<file path="src/rtl/four_bit_comp_bist_if.sv">
`default_nettype none
// ============================================================================
//  Module      : four_bit_comp_bist_if
//  Description : Operand/flag bundle between the comparator self-test driver
//                (master: drives A/B, observes E/L/G) and the comparator
//                under test (slave).
//  Revision    : 1.0  initial release
// ============================================================================
interface four_bit_comp_bist_if #(
  parameter int WIDTH = 4
);
  logic [WIDTH-1:0] A;
  logic [WIDTH-1:0] B;
  logic             E;
  logic             L;
  logic             G;

  // Self-test side: owns the operands, listens to the flags
  modport master (output A, output B, input E, input L, input G);

  // Comparator side: consumes the operands, produces the flags
  modport slave  (input A, input B, output E, output L, output G);
endinterface
`default_nettype wire

</file>
<file path="src/rtl/four_bit_comp_bist.sv">
`default_nettype none
// ============================================================================
//  Module      : four_bit_comp_bist
//  Description : Exhaustive self-test driver/checker for a WIDTH-bit magnitude
//                comparator. Sweeps every (A,B) pair with B fastest, lets each
//                pair settle for SETTLE cycles, checks E/L/G against the
//                unsigned relation, counts failures and captures the first.
//  Revision    : 1.0  initial release
// ============================================================================
module four_bit_comp_bist #(
  parameter int WIDTH  = 4,
  parameter int SETTLE = 1
) (
  input  wire logic               clk,
  input  wire logic               rst,
  input  wire logic               start,
  four_bit_comp_bist_if.master    cmp,
  output logic                    busy,
  output logic                    done,
  output logic                    pass,
  output logic [2*WIDTH:0]        err_count,
  output logic                    fail_valid,
  output logic [WIDTH-1:0]        fail_A,
  output logic [WIDTH-1:0]        fail_B,
  output logic [2:0]              fail_elg
);

  localparam int c_idx_w  = 2 * WIDTH;
  localparam int c_wait_w = (SETTLE < 2) ? 1 : $clog2(SETTLE + 1);
  localparam logic [c_wait_w-1:0] c_settle = c_wait_w'(SETTLE);

  typedef enum logic [1:0] {
    S_IDLE  = 2'd0,
    S_WAIT  = 2'd1,
    S_CHECK = 2'd2,
    S_DONE  = 2'd3
  } state_t;

  state_t              r_state;
  logic [c_idx_w-1:0]  r_idx;
  logic [c_wait_w-1:0] r_wait;

  logic [WIDTH-1:0]    w_a;
  logic [WIDTH-1:0]    w_b;
  logic [2:0]          w_obs;
  logic [2:0]          w_exp;
  logic                w_mismatch;
  logic                w_last;
  logic [2*WIDTH:0]    w_err_next;

  // Operands come straight from the registered vector index, so A/B are
  // glitch-free and stable for the whole settle window.
  assign w_a   = r_idx[c_idx_w-1:WIDTH];
  assign w_b   = r_idx[WIDTH-1:0];
  assign cmp.A = w_a;
  assign cmp.B = w_b;

  // Any deviation from the one-hot reference is a failure, which also
  // catches all-zero and multi-hot flag patterns.
  assign w_obs      = {cmp.E, cmp.L, cmp.G};
  assign w_exp      = {(w_a == w_b), (w_a < w_b), (w_a > w_b)};
  assign w_mismatch = (w_obs != w_exp);
  assign w_last     = &r_idx;
  assign w_err_next = err_count + {{(2*WIDTH){1'b0}}, w_mismatch};

  // Sweep sequencer: IDLE/DONE wait for start, WAIT holds operands, CHECK scores one vector
  always_ff @(posedge clk or posedge rst) begin
    if (rst) begin
      r_state    <= S_IDLE;
      r_idx      <= '0;
      r_wait     <= '0;
      busy       <= 1'b0;
      done       <= 1'b0;
      pass       <= 1'b0;
      err_count  <= '0;
      fail_valid <= 1'b0;
      fail_A     <= '0;
      fail_B     <= '0;
      fail_elg   <= '0;
    end else begin
      case (r_state)
        S_IDLE, S_DONE: begin
          if (start) begin
            r_idx      <= '0;
            r_wait     <= c_settle;
            err_count  <= '0;
            fail_valid <= 1'b0;
            fail_A     <= '0;
            fail_B     <= '0;
            fail_elg   <= '0;
            busy       <= 1'b1;
            done       <= 1'b0;
            pass       <= 1'b0;
            r_state    <= S_WAIT;
          end
        end
        S_WAIT: begin
          r_wait <= r_wait - 1'b1;
          if (r_wait == c_wait_w'(1)) begin
            r_state <= S_CHECK;
          end
        end
        S_CHECK: begin
          err_count <= w_err_next;
          if (w_mismatch && !fail_valid) begin
            fail_valid <= 1'b1;
            fail_A     <= w_a;
            fail_B     <= w_b;
            fail_elg   <= w_obs;
          end
          if (w_last) begin
            // Final verdict must include the vector being scored this cycle
            busy    <= 1'b0;
            done    <= 1'b1;
            pass    <= (w_err_next == '0);
            r_state <= S_DONE;
          end else begin
            r_idx   <= r_idx + 1'b1;
            r_wait  <= c_settle;
            r_state <= S_WAIT;
          end
        end
        default: begin
          r_state <= S_IDLE;
        end
      endcase
    end
  end

endmodule
`default_nettype wire

</file>
<file path="src/flat_wrapper.sv">
// flat-port wrapper written by rule: the top's interface ports become plain ports
module four_bit_comp_bist_flat 
#(
  parameter int WIDTH  = 4,
  parameter int SETTLE = 1
)
  (clk, rst, start, busy, done, pass, err_count, fail_valid, fail_A, fail_B, fail_elg, cmp_A, cmp_B, cmp_E, cmp_L, cmp_G);
  four_bit_comp_bist_if #(.WIDTH(WIDTH)) cmp_i ();
  input  wire logic clk;
  input  wire logic rst;
  input  wire logic start;
  output logic busy;
  output logic done;
  output logic pass;
  output logic [2*WIDTH:0] err_count;
  output logic fail_valid;
  output logic [WIDTH-1:0] fail_A;
  output logic [WIDTH-1:0] fail_B;
  output logic [2:0] fail_elg;
  output wire logic [$bits(cmp_i.A)-1:0] cmp_A;
  output wire logic [$bits(cmp_i.B)-1:0] cmp_B;
  input wire logic [$bits(cmp_i.E)-1:0] cmp_E;
  input wire logic [$bits(cmp_i.L)-1:0] cmp_L;
  input wire logic [$bits(cmp_i.G)-1:0] cmp_G;
  assign cmp_A = cmp_i.A;
  assign cmp_B = cmp_i.B;
  assign cmp_i.E = cmp_E;
  assign cmp_i.L = cmp_L;
  assign cmp_i.G = cmp_G;
  four_bit_comp_bist #(.WIDTH(WIDTH), .SETTLE(SETTLE)) u_core (.clk(clk), .rst(rst), .start(start), .cmp(cmp_i), .busy(busy), .done(done), .pass(pass), .err_count(err_count), .fail_valid(fail_valid), .fail_A(fail_A), .fail_B(fail_B), .fail_elg(fail_elg));
endmodule
</file>
<file path="config.mk">
export PLATFORM = sky130hd
export DESIGN_NAME = four_bit_comp_bist_flat
export DESIGN_NICKNAME = d
export VERILOG_FILES = /design/src/rtl/four_bit_comp_bist_if.sv /design/src/rtl/four_bit_comp_bist.sv /design/src/flat_wrapper.sv
export SDC_FILE = /design/constraint.sdc
export NUM_CORES = 1
export LEC_CHECK = 0
export ABC_AREA = 0
export ABC_CLOCK_PERIOD_IN_PS = 7300
export CAP_MARGIN = 20
export CORE_MARGIN = 2
export CORE_UTILIZATION = 37
export DETAILED_ROUTE_END_ITERATION = 8
export PLACE_DENSITY = 0.63
export SYNTH_ARGS = -nofsm -noshare
export SYNTH_HDL_FRONTEND = slang
export SYNTH_SLANG_ARGS = --single-unit
</file>
<file path="constraint.sdc">
create_clock -name clk -period 7.3 [get_ports clk]
set_input_delay 1.46 -clock clk [delete_from_list [all_inputs] [get_ports clk]]
set_output_delay 1.46 -clock clk [all_outputs]
set_load 0.005 [all_outputs]
</file>
==> impl_table.tex <==
\begin{tabular}{lr}
\hline
Metric & Value \\
\hline
\multicolumn{2}{l}{\textbf{Placement}} \\
DP Cell Count & roughly 340 \\
Dpl ws & approximately 3.2 ns \\
Placed wire-length estimate after detailed placement & 3.75 mm \\
Final weighted congestion of routability-driven global placement & 0.823 \\
IO buf count & 37 \\
\multicolumn{2}{l}{\textbf{Global routing}} \\
Wire length of the first global-routing pass & 9.16 mm \\
Vias in the first global route & 1873 \\
Total global routing overflow & 0 \\
All-Layer GR Usage & about 18\% \\
Maximum number of pins on one net before global-route repair & 36 \\
Antenna violations before repair & 0 \\
\multicolumn{2}{l}{\textbf{Die}} \\
Starting utilization of the core area & a little under 40\% \\
\# IOs & 38 \\
Die height & approximately 81 µm \\
Std cell rows & 27 \\
Die outline area & 6530 µm² \\
Die Span X & about 80 µm \\
Core Area & around 5600 µm² \\
\multicolumn{2}{l}{\textbf{Synthesis}} \\
Yosys warns & 0 \\
Synthesized instance count & $\sim$250 \\
Most used flip-flop cell after synthesis & sky130\_fd\_sc\_hd\_\_dfrtp\_1 \\
Synthesized area divided by synthesized cell count & a little under 9 µm² \\
Proportion of synthesized flip-flops having asynchronous set or reset & 100\% \\
Top post-synthesis cells by area & sky130\_fd\_sc\_hd\_\_dfrtp\_1 (40\%), sky130\_fd\_sc\_hd\_\_nand2\_1 (6.2\%), sky130\_fd\_sc\_hd\_\_ha\_1 (5.7\%), sky130\_fd\_sc\_hd\_\_a41o\_1 (4.1\%), sky130\_fd\_sc\_hd\_\_o21ai\_0 (3.9\%) \\
Number of enable-type register cells in the synthesized netlist & 0 \\
Seq/Total Area, Yosys & approximately 40\% \\
Number of register bits inferred by synthesis & 35 \\
Biggest area consumer among synthesized cells & sky130\_fd\_sc\_hd\_\_dfrtp\_1 \\
Proportion of netlist area held by the largest area contributor & 40.1\% \\
Mapped cell area & 2180 µm² \\
Nets in the synthesized netlist & $\sim$260 \\
Cell variety after synth & 44 \\
\multicolumn{2}{l}{\textbf{Job}} \\
Max capacitance violation total & 0 \\
\multicolumn{2}{l}{\textbf{Pwr}} \\
Comb power frac & roughly 45\% \\
Leakage power total & just over 1 nW \\
Cell internal pwr & around 0.00041 W \\
Share of power burned in registers & between 30\% and 40\% \\
PwrDens & about 260 nW/µm² \\
Share of power burned in the clock network & 18.5\% \\
Switching Share & between 40\% and 50\% \\
Maximum VDD drop & 139 µV \\
Switching power & $\sim$0.00028 W \\
\multicolumn{2}{l}{\textbf{Critical path}} \\
Category of the worst setup path capture point & flop \\
Launching element type of the critical path & primary input \\
Critical Path AT & between 3 and 4 ns \\
Required @ worst endpoint & approximately 7.5 ns \\
Minimum setup slack among reg-to-reg paths & a little over 4 ns \\
Category of the most critical setup path & in2reg \\
CP Max Fanout & 5 \\
Endpoint of the worst register-to-register path & u\_core.pass\$\_DFFE\_PP0P\_ \\
Reg-to-reg critical path startpoint & u\_core.r\_idx[3]\$\_DFFE\_PP0P\_ \\
Length in cells of the worst reg-to-reg path & 12 \\
\multicolumn{2}{l}{\textbf{Hold path}} \\
Hold/Removal Path Class & reg2reg \\
WHS Endpoint & u\_core.pass\$\_DFFE\_PP0P\_ \\
Critical hold path startpoint & u\_core.pass\$\_DFFE\_PP0P\_ \\
Number of instances on the worst hold path & 2 \\
\multicolumn{2}{l}{\textbf{Timing}} \\
Achievable Freq & approximately 270 MHz \\
Total Negative Setup Slacks & 0 ns \\
Fin crit period & between 3 and 4 ns \\
Worst setup skew after layout & just under 0.004 ns \\
Final hold violation count & 0 \\
Actual transition at the worst max-transition pin & 0.920 ns \\
Worst Hold Margin & 0.500 ns \\
Ratio of final minimum period to clock period & approximately 52\% \\
Number of pins with negative max-slew slack in the final report & 0 \\
Tightest slew margin relative to the limit & between 30\% and 40\% \\
Setup repair after global routing missed its margin & no \\
Setup violations, final & 0 \\
Final worst-path setup slack & approximately 3.5 ns \\
\multicolumn{2}{l}{\textbf{Clock tree}} \\
Quantity of gates resized following cts & 0 \\
Setup fix buffers added after clock tree synthesis & 0 \\
CTS Sinks & 35 \\
Clock insertion delay at the later pin of the skew report & approximately 0.28 ns \\
\# H-tree levels & 2 \\
Number of buffers on the longest clock path & 2 \\
Number of buffers added by the clock tree synthesis step & 5 \\
Clock root cell & sky130\_fd\_sc\_hd\_\_clkbuf\_8 \\
CTS tree & built \\
CTS Hold Buffers Added & 0 \\
Worst-path clk slew & around 0.070 ns \\
\multicolumn{2}{l}{\textbf{Route}} \\
Post-route DRC & 0 \\
Wirelength, routed & about 5.3 mm \\
Average routed wire per standard cell & around 15 µm \\
Post-route antenna net violation count & 0 \\
Detailed-route via count & 1920 \\
Metal3 WL & approximately 290 µm \\
Detailed-routed wire length on met2 & approximately 2.4 mm \\
Top routing layer used & met4 \\
Iteration count of the initial detailed-routing pass & 4 \\
M1 WL & roughly 2.6 mm \\
Vias per std cell & 5.50 \\
Starting DRT DRC Count & around 130 \\
\multicolumn{2}{l}{\textbf{Outcome}} \\
Status & completed \\
\multicolumn{2}{l}{\textbf{Final layout}} \\
Layout Nets & between 200 and 300 \\
Area added between synthesis and finish & 22.7\% \\
Most frequent standard cell in the layout excluding fill and tap cells & sky130\_fd\_sc\_hd\_\_clkdlybuf4s50\_1 \\
Inserted Diodes & 0 \\
Most frequent cells in the layout & sky130\_fd\_sc\_hd\_\_clkdlybuf4s50\_1 (37), sky130\_fd\_sc\_hd\_\_nand2\_1 (36), sky130\_fd\_sc\_hd\_\_dfrtp\_1 (35), sky130\_fd\_sc\_hd\_\_nor2\_1 (19), sky130\_fd\_sc\_hd\_\_o21ai\_0 (16) \\
Fraction of layout cells with a size suffix above 1 & between 6 and 7\% \\
Filler Cell Count & 551 \\
Final std cells w/o fill & roughly 350 \\
\hline
\end{tabular}
## cells by family after synthesis
| logic type | Yosys count | share of synthesized area (%) |
|---|---|---|
| simple gates | 93 | 21.3 |
| xor+xnor | 9 | 3.61 |
| fa+ha+maj | 10 | 5.73 |
| mux | 6 | 3.04 |
| flops | 35 | 40.1 |
| buf+inv | 28 | 4.99 |
| compound gates | 64 | 21.3 |
## sequential cells by signal, indices dropped and copies added (netlist names)
| signal | count |
|---|---|
| u_core.err_count | 9 |
| u_core.r_idx | 8 |
| u_core.fail_A | 4 |
| u_core.fail_B | 4 |
| u_core.fail_elg | 3 |
| u_core.r_state | 2 |
| u_core.busy | 1 |
| u_core.done | 1 |
| u_core.fail_valid | 1 |
| u_core.pass | 1 |
| u_core.r_wait | 1 |
## power by group through the flow
stage	clock [W]	sequential, W	combinational [W]
5_1_grt	0.000143	0.000257	0.000350
4_1_cts	0.000134	0.000253	0.000316
3_3_place_gp	0	0.000255	0.000310
2_1_floorplan	0	0.000252	0.000210
3_5_place_dp	0	0.000256	0.000312
6_report	0.000128	0.000253	0.000310
## worst max path at each step
stage | end | from | cells past startpoint
floorplan | u_core.pass$_DFFE_PP0P_ | cmp_L | 9
global placement | u_core.pass$_DFFE_PP0P_ | cmp_L | 10
detailed placement | u_core.pass$_DFFE_PP0P_ | cmp_E | 11
CTS | u_core.pass$_DFFE_PP0P_ | cmp_E | 11
global route | u_core.pass$_DFFE_PP0P_ | cmp_E | 11
finish | u_core.pass$_DFFE_PP0P_ | cmp_E | 11
## synth_stat cells, types with 2 or more instances
cell type	number
sky130_fd_sc_hd__or3_1	3
sky130_fd_sc_hd__nor2_1	19
sky130_fd_sc_hd__o21ai_1	2
sky130_fd_sc_hd__xnor2_1	7
sky130_fd_sc_hd__nand3_1	9
sky130_fd_sc_hd__nand2_1	36
sky130_fd_sc_hd__a31oi_1	2
sky130_fd_sc_hd__ha_1	10
sky130_fd_sc_hd__nor4_2	2
sky130_fd_sc_hd__nand4_1	6
sky130_fd_sc_hd__o211ai_1	10
sky130_fd_sc_hd__nor3_1	7
sky130_fd_sc_hd__buf_2	3
sky130_fd_sc_hd__mux2i_1	4
sky130_fd_sc_hd__a22o_1	4
sky130_fd_sc_hd__nor2b_1	2
sky130_fd_sc_hd__o21ai_0	17
sky130_fd_sc_hd__or4_1	2
sky130_fd_sc_hd__a41o_1	9
sky130_fd_sc_hd__o22ai_1	2
sky130_fd_sc_hd__a21oi_1	8
sky130_fd_sc_hd__a211oi_1	2
sky130_fd_sc_hd__dfrtp_1	35
sky130_fd_sc_hd__xor2_1	2
sky130_fd_sc_hd__clkbuf_1	9
sky130_fd_sc_hd__inv_1	15
## stage by stage
| stage | instance area, µm² | util (%) | total power [W] |
|---|---|---|---|
| floorplan | 2180 | - | 0.000462 |
| global placement | 2610 | 46.5 | 0.000565 |
| detailed placement | 2610 | 46.5 | 0.000568 |
| CTS | 2680 | 47.8 | 0.000702 |
| global route | 2680 | 47.8 | 0.000751 |
| finish | 2680 | 47.8 | 0.000690 |
## routing by layer
layer,vias up,track usage (%)
li1,960,-
met1,910,25.5
met2,46,27.5
met3,4,4.22
met4,0,4.92
met5,-,0
## critical path, cell delays in order
cell                              delay, ns
sky130_fd_sc_hd__clkdlybuf4s50_1       0.47
sky130_fd_sc_hd__inv_2                 0.06
sky130_fd_sc_hd__xnor2_1               0.14
sky130_fd_sc_hd__and4_1                0.24
sky130_fd_sc_hd__nor3_1                0.27
sky130_fd_sc_hd__ha_1                  0.23
sky130_fd_sc_hd__ha_1                  0.23
sky130_fd_sc_hd__nand2_1               0.09
sky130_fd_sc_hd__nor2_1                0.28
sky130_fd_sc_hd__a31oi_1               0.14
sky130_fd_sc_hd__o41ai_1               0.33
## final cells by class
type / count / area [µm²] / area share, %
repair buffers: 38 / 378 / 14.1
well taps: 72 / 90.1 / 3.36
clock buffers: 6 / 72.6 / 2.71
multi-input cells: 182 / 1200 / 44.9
inverters: 16 / 60.1 / 2.24
flip-flops and latches: 35 / 876 / 32.7
Power figures use the tool's default switching activity.
==> RTL change 1 (same settings) <==
Make the reset (`rst`) synchronous in one clocked block.
--- a/src/rtl/four_bit_comp_bist.sv
+++ b/src/rtl/four_bit_comp_bist.sv
@@ -64,7 +64,7 @@
   assign w_err_next = err_count + {{(2*WIDTH){1'b0}}, w_mismatch};
 
   // Sweep sequencer: IDLE/DONE wait for start, WAIT holds operands, CHECK scores one vector
-  always_ff @(posedge clk or posedge rst) begin
+  always_ff @(posedge clk) begin
     if (rst) begin
       r_state    <= S_IDLE;
       r_idx      <= '0;
Function: differs if rst is asserted again (counterexample within 4 cycles, from zero or initial values and one cycle with rst high); with rst held inactive, the same outputs for 10 cycles.
==> RTL change 1 against the unedited design <==
Setup slack got worse by 0.21 ns. Routed wire length shrank 15%. Area after synthesis shrank 10%. Sequential cell count did not move. Cell area fell by 7.1%. Clock skew hardly changed. Via count decreased by 8.9%. Critical endpoint is now u_core.pass.
Power is not compared: it rests on default switching activity, and its combinational part moved more than twofold at a synthesized area within 25%.
==> RTL change 1: results (changes against the unedited design) <==
Synthesis
  • Most common cell in the netlist: dfxtp_1
  • Post-synthesis cell count: 228 (-6.9%)
  • Most frequent cells after synthesis: dfxtp_1, nor2_1, a21oi_1, nand2_1
  • Synth async-reset ratio: 0% (-100 points)
  • Mean post-synth cell area: 8.60 um2 (-3.5%)
  • Synth area leaders: dfxtp_1, ha_1, mux2i_1, a21oi_1, nor2_1
  • Post-synth cell types: 49 (+11%)
  • Post-synth net total: 244 (-6.5%)
  • Top_reg_cell synth: dfxtp_1
  • Seq/Total Area, Yosys: 35.7% (-4.4 points)

Global route
  • Largest net degree at the start of global routing: 30 (-17%)
  • First-pass GRT wire length: 7560 um (-17%)
  • GRT Total Usage: 15.9% (-2.1 points)
  • Met3 usage: 3.76% (-0.46 points)
  • Vias in the first global route: 1,612 (-14%)
  • Met2 GRT Util: 26.0% (-1.6 points)
  • Grt met1 use: 20.2% (-5.3 points)

Cells and area
  • Fraction of area in multi-input gates: 46.6% (+1.7 points)
  • Nonclk buf count: 39 (+2.6%)
  • Clock buf/inv share: 4.73% (+2.0 points)
  • NumNets Final: 281 (-4.4%)
  • Area occupied by multi-input gates: 1160 um2 (-3.6%)
  • Share of cells above drive strength 1: 7.14% (+1.0 points)
  • Inverter count: 10 (-6)
  • Non-clk buf share: 15.5% (+1.4 points)
  • Fillers: 516 (-6.4%)
  • Multi-input gates: 174 (-4.4%)
  • Sequential Area: 701 um2 (-20%)

STA
  • Fin worst setup slack: 3.32 ns (-0.211 ns)
  • Final hold slack: 0.460 ns (-0.0405 ns)
  • Max_slew headroom: 28.4% (-10 points)
  • Final Skew: 0.00402 ns (+0.000113 ns)

Worst setup path
  • Max stage delay on crit path: 0.54 ns (+0.07 ns)
  • Slowest cell on crit path: clkdlybuf4s50_1
  • Peak fanout along the critical path: 6 (+1)
  • R2r setup slk: 3.96 ns (-0.12 ns)
  • Worst reg2reg path depth: 13 (+1)
  • CP Data Arrival Time: 4.19 ns (+0.24 ns)

Place
  • Cell count after placement: 328 (-4.4%)
  • GP Congestion: 0.834 (+1.4%)
  • DP Worst Slack: 3.04 ns (-0.185 ns)
  • Area after DPL: 2370 um2 (-9.1%)
  • Hpwl dp: 3240 um (-14%)

Status
  • Status: finished clean

Detailed routing
  • Post-DR wirelength/cell: 13.4 um (-12%)
  • Total wire length: 4500 um (-15%)
  • WL met1: 2240 um (-13%)
  • TritonRoute pass-1 iters: 4 (unchanged)
  • Met3 wire len: 159 um (-46%)
  • Met2 wire length: 2020 um (-15%)
  • Vias: 1,750 (-8.9%)
  • Initial drt markers: 61 (-54%)

CTS
  • # H-tree levels: 2 (unchanged)
  • CTS Root Cell: clkbuf_8

Pwr
  • Net Sw Frac: 24.1%
  • Clk pwr: around 190 uW

Hold path
  • Worst min path class: flip-flop to flip-flop
[RTL change 1: cell count changes after synthesis, sizes merged, moves of 5 or more]
cell	unedited run	this run
dfrtp	35	0
dfxtp	0	35
nand2	36	22
a21oi	8	20
nand2b	1	12
a41o	9	0
o211ai	11	2
mux2i	4	12
inv	16	10
o21ai	19	13
clkbuf	9	4
nand4	8	3
[RTL change 1: final timing paths]
path / end / from
hold / removal: u_core.fail_A[0] / u_core.fail_A[0]
setup / recovery: u_core.pass / cmp_E
setup reg to reg: u_core.pass / u_core.r_idx[3]
hold reg to reg: u_core.fail_A[0] / u_core.fail_A[0]
[RTL change 1: kinds of logic after synthesis]
logic type               count (synthesis)  synth area share [%]
flip-flops                              35                  35.7
buffers and inverters                   19                  5.17
AND/OR/NAND/NOR                         95                  27.0
AO/OA/AOI/OAI                           51                  16.8
XOR/XNOR                                 5                  2.23
multiplexers                            13                  6.70
adder cells (fa/ha/maj)                 10                  6.38
==> RTL change 2 (same flow settings) <==
Without the edit above. `WIDTH` is set to 4 in 3 places; all go to 6.
--- a/src/rtl/four_bit_comp_bist_if.sv
+++ b/src/rtl/four_bit_comp_bist_if.sv
@@ -7,7 +7,7 @@
 //  Revision    : 1.0  initial release
 // ============================================================================
 interface four_bit_comp_bist_if #(
-  parameter int WIDTH = 4
+  parameter int WIDTH = 6
 );
   logic [WIDTH-1:0] A;
   logic [WIDTH-1:0] B;
--- a/src/rtl/four_bit_comp_bist.sv
+++ b/src/rtl/four_bit_comp_bist.sv
@@ -8,7 +8,7 @@
 //  Revision    : 1.0  initial release
 // ============================================================================
 module four_bit_comp_bist #(
-  parameter int WIDTH  = 4,
+  parameter int WIDTH  = 6,
   parameter int SETTLE = 1
 ) (
   input  wire logic               clk,
--- a/src/flat_wrapper.sv
+++ b/src/flat_wrapper.sv
@@ -1,7 +1,7 @@
 // flat-port wrapper written by rule: the top's interface ports become plain ports
 module four_bit_comp_bist_flat 
 #(
-  parameter int WIDTH  = 4,
+  parameter int WIDTH  = 6,
   parameter int SETTLE = 1
 )
   (clk, rst, start, busy, done, pass, err_count, fail_valid, fail_A, fail_B, fail_elg, cmp_A, cmp_B, cmp_E, cmp_L, cmp_G);
Interface: changed (5 resized); port bits go from 38 to 50. The function was not compared with the original's and may differ.
==> RTL change 2 against the unedited design <==
Combinational power is 11% higher. Total power is 21% higher. Global-route usage is 1.5 points lower. Cell area is 20% higher. Sequential power is 28% higher. Die area is 15% higher. Setup slack worse by 0.34 ns. Area after synthesis is 16% higher. Routed wire length is 13% higher. Sequential cell count is 12 higher. Largest cell class unchanged.
==> RTL change 2: results (changes against the unedited design) <==
Worst setup path
  • CP Data Arrival Time: 4.32 ns (+0.37 ns)
  • Max stage delay on crit path: 0.45 ns (-0.02 ns)
  • Slowest cell on crit path: clkdlybuf4s50_1
  • Peak fanout along the critical path: 9 (+4)
  • Reg2reg start: u_core.r_idx[5]
  • Worst reg2reg path depth: 15 (+3)
  • R2r setup slk: 3.41 ns (-0.67 ns)

Synthesis
  • Most frequent cells after synthesis: dfrtp_1, nand2_1, o21ai_0, a22o_1, nor2_1
  • Synth area leaders: dfrtp_1, a22o_1, ha_1, o21ai_0, xnor2_1
  • Synth warn: 0 (unchanged)
  • Mean post-synth cell area: 10.3 um2 (+15%)
  • Compound-Gate Fraction of Synth Area: 19.6% (-1.7 points)
  • Synth Area in Adders: 5.43% (-0.30 points)
  • Post-synth net total: 264 (+1.1%)
  • Post-synth cell types: 47 (+6.8%)
  • Seq/Total Area, Yosys: 46.4% (+6.3 points)
  • Top cell type's share of synthesized area: 46.4% (+6.3 points)
  • Xor and xnor area share after synthesis: 6.86% (+3.3 points)
  • Multiplexer share of the synthesized area: 0.840% (-2.2 points)

Cells and area
  • Post-Layout Cell Count: 378 (+8.3%)
  • Share of cells above drive strength 1: 7.38% (+1.2 points)
  • Registers with the most flip-flops: u_core.err_count x13, u_core.r_idx x12
  • NumNets Final: 314 (+6.8%)
  • Fillers: 624 (+13%)
  • Number of diodes: 0 (unchanged)

Hold path
  • Hold_sp: u_core.fail_B[5]
  • Worst min path class: flip-flop to flip-flop
  • Min-Delay Endpoint: u_core.fail_B[5]
  • Hold depth: 1 (-1)

Place
  • Cell count after placement: 368 (+7.3%)
  • GP Congestion: 0.830 (+0.85%)
  • Hpwl dp: 4250 um (+13%)
  • Area after DPL: 3080 um2 (+18%)
  • Port bufs: 49 (+32%)

Global route
  • First-pass GRT wire length: 9690 um (+5.8%)
  • GRT Total Usage: 16.5% (-1.5 points)
  • Largest net degree at the start of global routing: 48 (+33%)
  • Vias in the first global route: 1,904 (+1.7%)

CTS
  • Worst skew pair latency: 0.30 ns (+0.02 ns)
  • # H-tree levels: 2 (unchanged)
  • Worst-path clk slew: 0.09 ns (+0.02 ns)

Pwr
  • Max IR drop VDD: 0.0858 mV (-38%)
  • P_leak: 0.00138 uW (+33%)

STA
  • Slew @ Worst Pin: 0.771 ns (-0.150 ns)
  • Final Skew: 0.0131 ns (+0.00917 ns)

Detailed routing
  • Initial drt markers: 89 (-33%)
  • Post-DR wirelength/cell: 15.8 um (+4.1%)
  • Vias: 2,095 (+9.1%)

Status
  • Status: finished clean
[RTL change 2: cell types whose count changed after synthesis, moves of 4 or more]
| cell | delta |
|---|---|
| a22o_1 | +14 |
| xnor2_1 | +4 |
| a41o_1 | -7 |
| nor2_1 | -4 |
| o21ai_0 | +6 |
| clkbuf_1 | -4 |
| nand3_1 | +4 |
| xor2_1 | +5 |
| nor3_1 | -5 |
| o211ai_1 | -10 |
| and3_1 | +7 |
| dfrtp_1 | +12 |
| inv_1 | -5 |
| nand2_1 | -13 |
[RTL change 2: through the flow]
stage          util [%]  setup slack (ns)  hold WS, ns
6_report           47.7              3.19        0.508
5_1_grt            47.7              3.04        0.534
4_1_cts            47.2              3.20        0.516
3_5_place_dp       45.8              2.88        0.492
3_3_place_gp       45.8              2.92        0.488
2_1_floorplan         -              3.53        0.474
[RTL change 2: cell families after synthesis]
| logic type | Yosys count |
|---|---|
| AO/OA/AOI/OAI | 68 |
| XOR/XNOR | 19 |
| adder cells (fa/ha/maj) | 11 |
| buffers and inverters | 19 |
| multiplexers | 2 |
| flip-flops | 47 |
| AND/OR/NAND/NOR | 81 |
[RTL change 2: cell type report]
class	count	area, um2	share of cell area, %
inverter	11	41.3	1.29
clock buffer	7	86.3	2.70
multi-input combinational	181	1270	39.7
timing repair buffer	51	518	16.2
sequential	47	1180	36.7
tap	80	100	3.13
clock inverter	1	8.76	0.274
[RTL change 2: worst reg2reg max path, delay by kind of cell, from the launching register on]
family,cells,cell delay (ns)
xor gates and xnor gates,2,0.21
buffers and inverters,1,0.12
DFF,1,0.50
and+or+nand+nor,7,1.68
adders and majority gates,3,0.78
AOI/OAI and AO/OA,2,0.50
[RTL change 2: how the worst max path moves through the flow]
stage | to | slack (ns) | cells past startpoint | startpoint
after detailed placement | u_core.pass | 2.88 | 11 | cmp_E
after CTS | u_core.pass | 3.20 | 11 | cmp_L
final | u_core.pass | 3.19 | 11 | cmp_E
after global routing | u_core.pass | 3.04 | 11 | cmp_L
after global placement | u_core.pass | 2.92 | 11 | cmp_E
after floorplan | u_core.pass | 3.53 | 10 | cmp_E
[RTL change 2: routing by layer]
metal | wire length [um] | vias up | track usage [%] | part of all wire (%)
met5 | 0 | - | 0 | 0
met4 | 46 | 0 | 4.83 | 0.77
met3 | 234 | 5 | 3.24 | 3.9
met2 | 2810 | 50 | 24.3 | 47
met1 | 2900 | 1031 | 24.4 | 48
li1 | - | 1009 | - | -
[RTL change 2: power by group]
| group | internal [uW] | leakage, uW | switching [uW] |
|---|---|---|---|
| combinational | 149 | 0.000690 | 196 |
| clock | 77.7 | 0.0000484 | 88.0 |
| sequential | 292 | 0.000640 | 30.9 |
| total | 518 | 0.00138 | 315 |
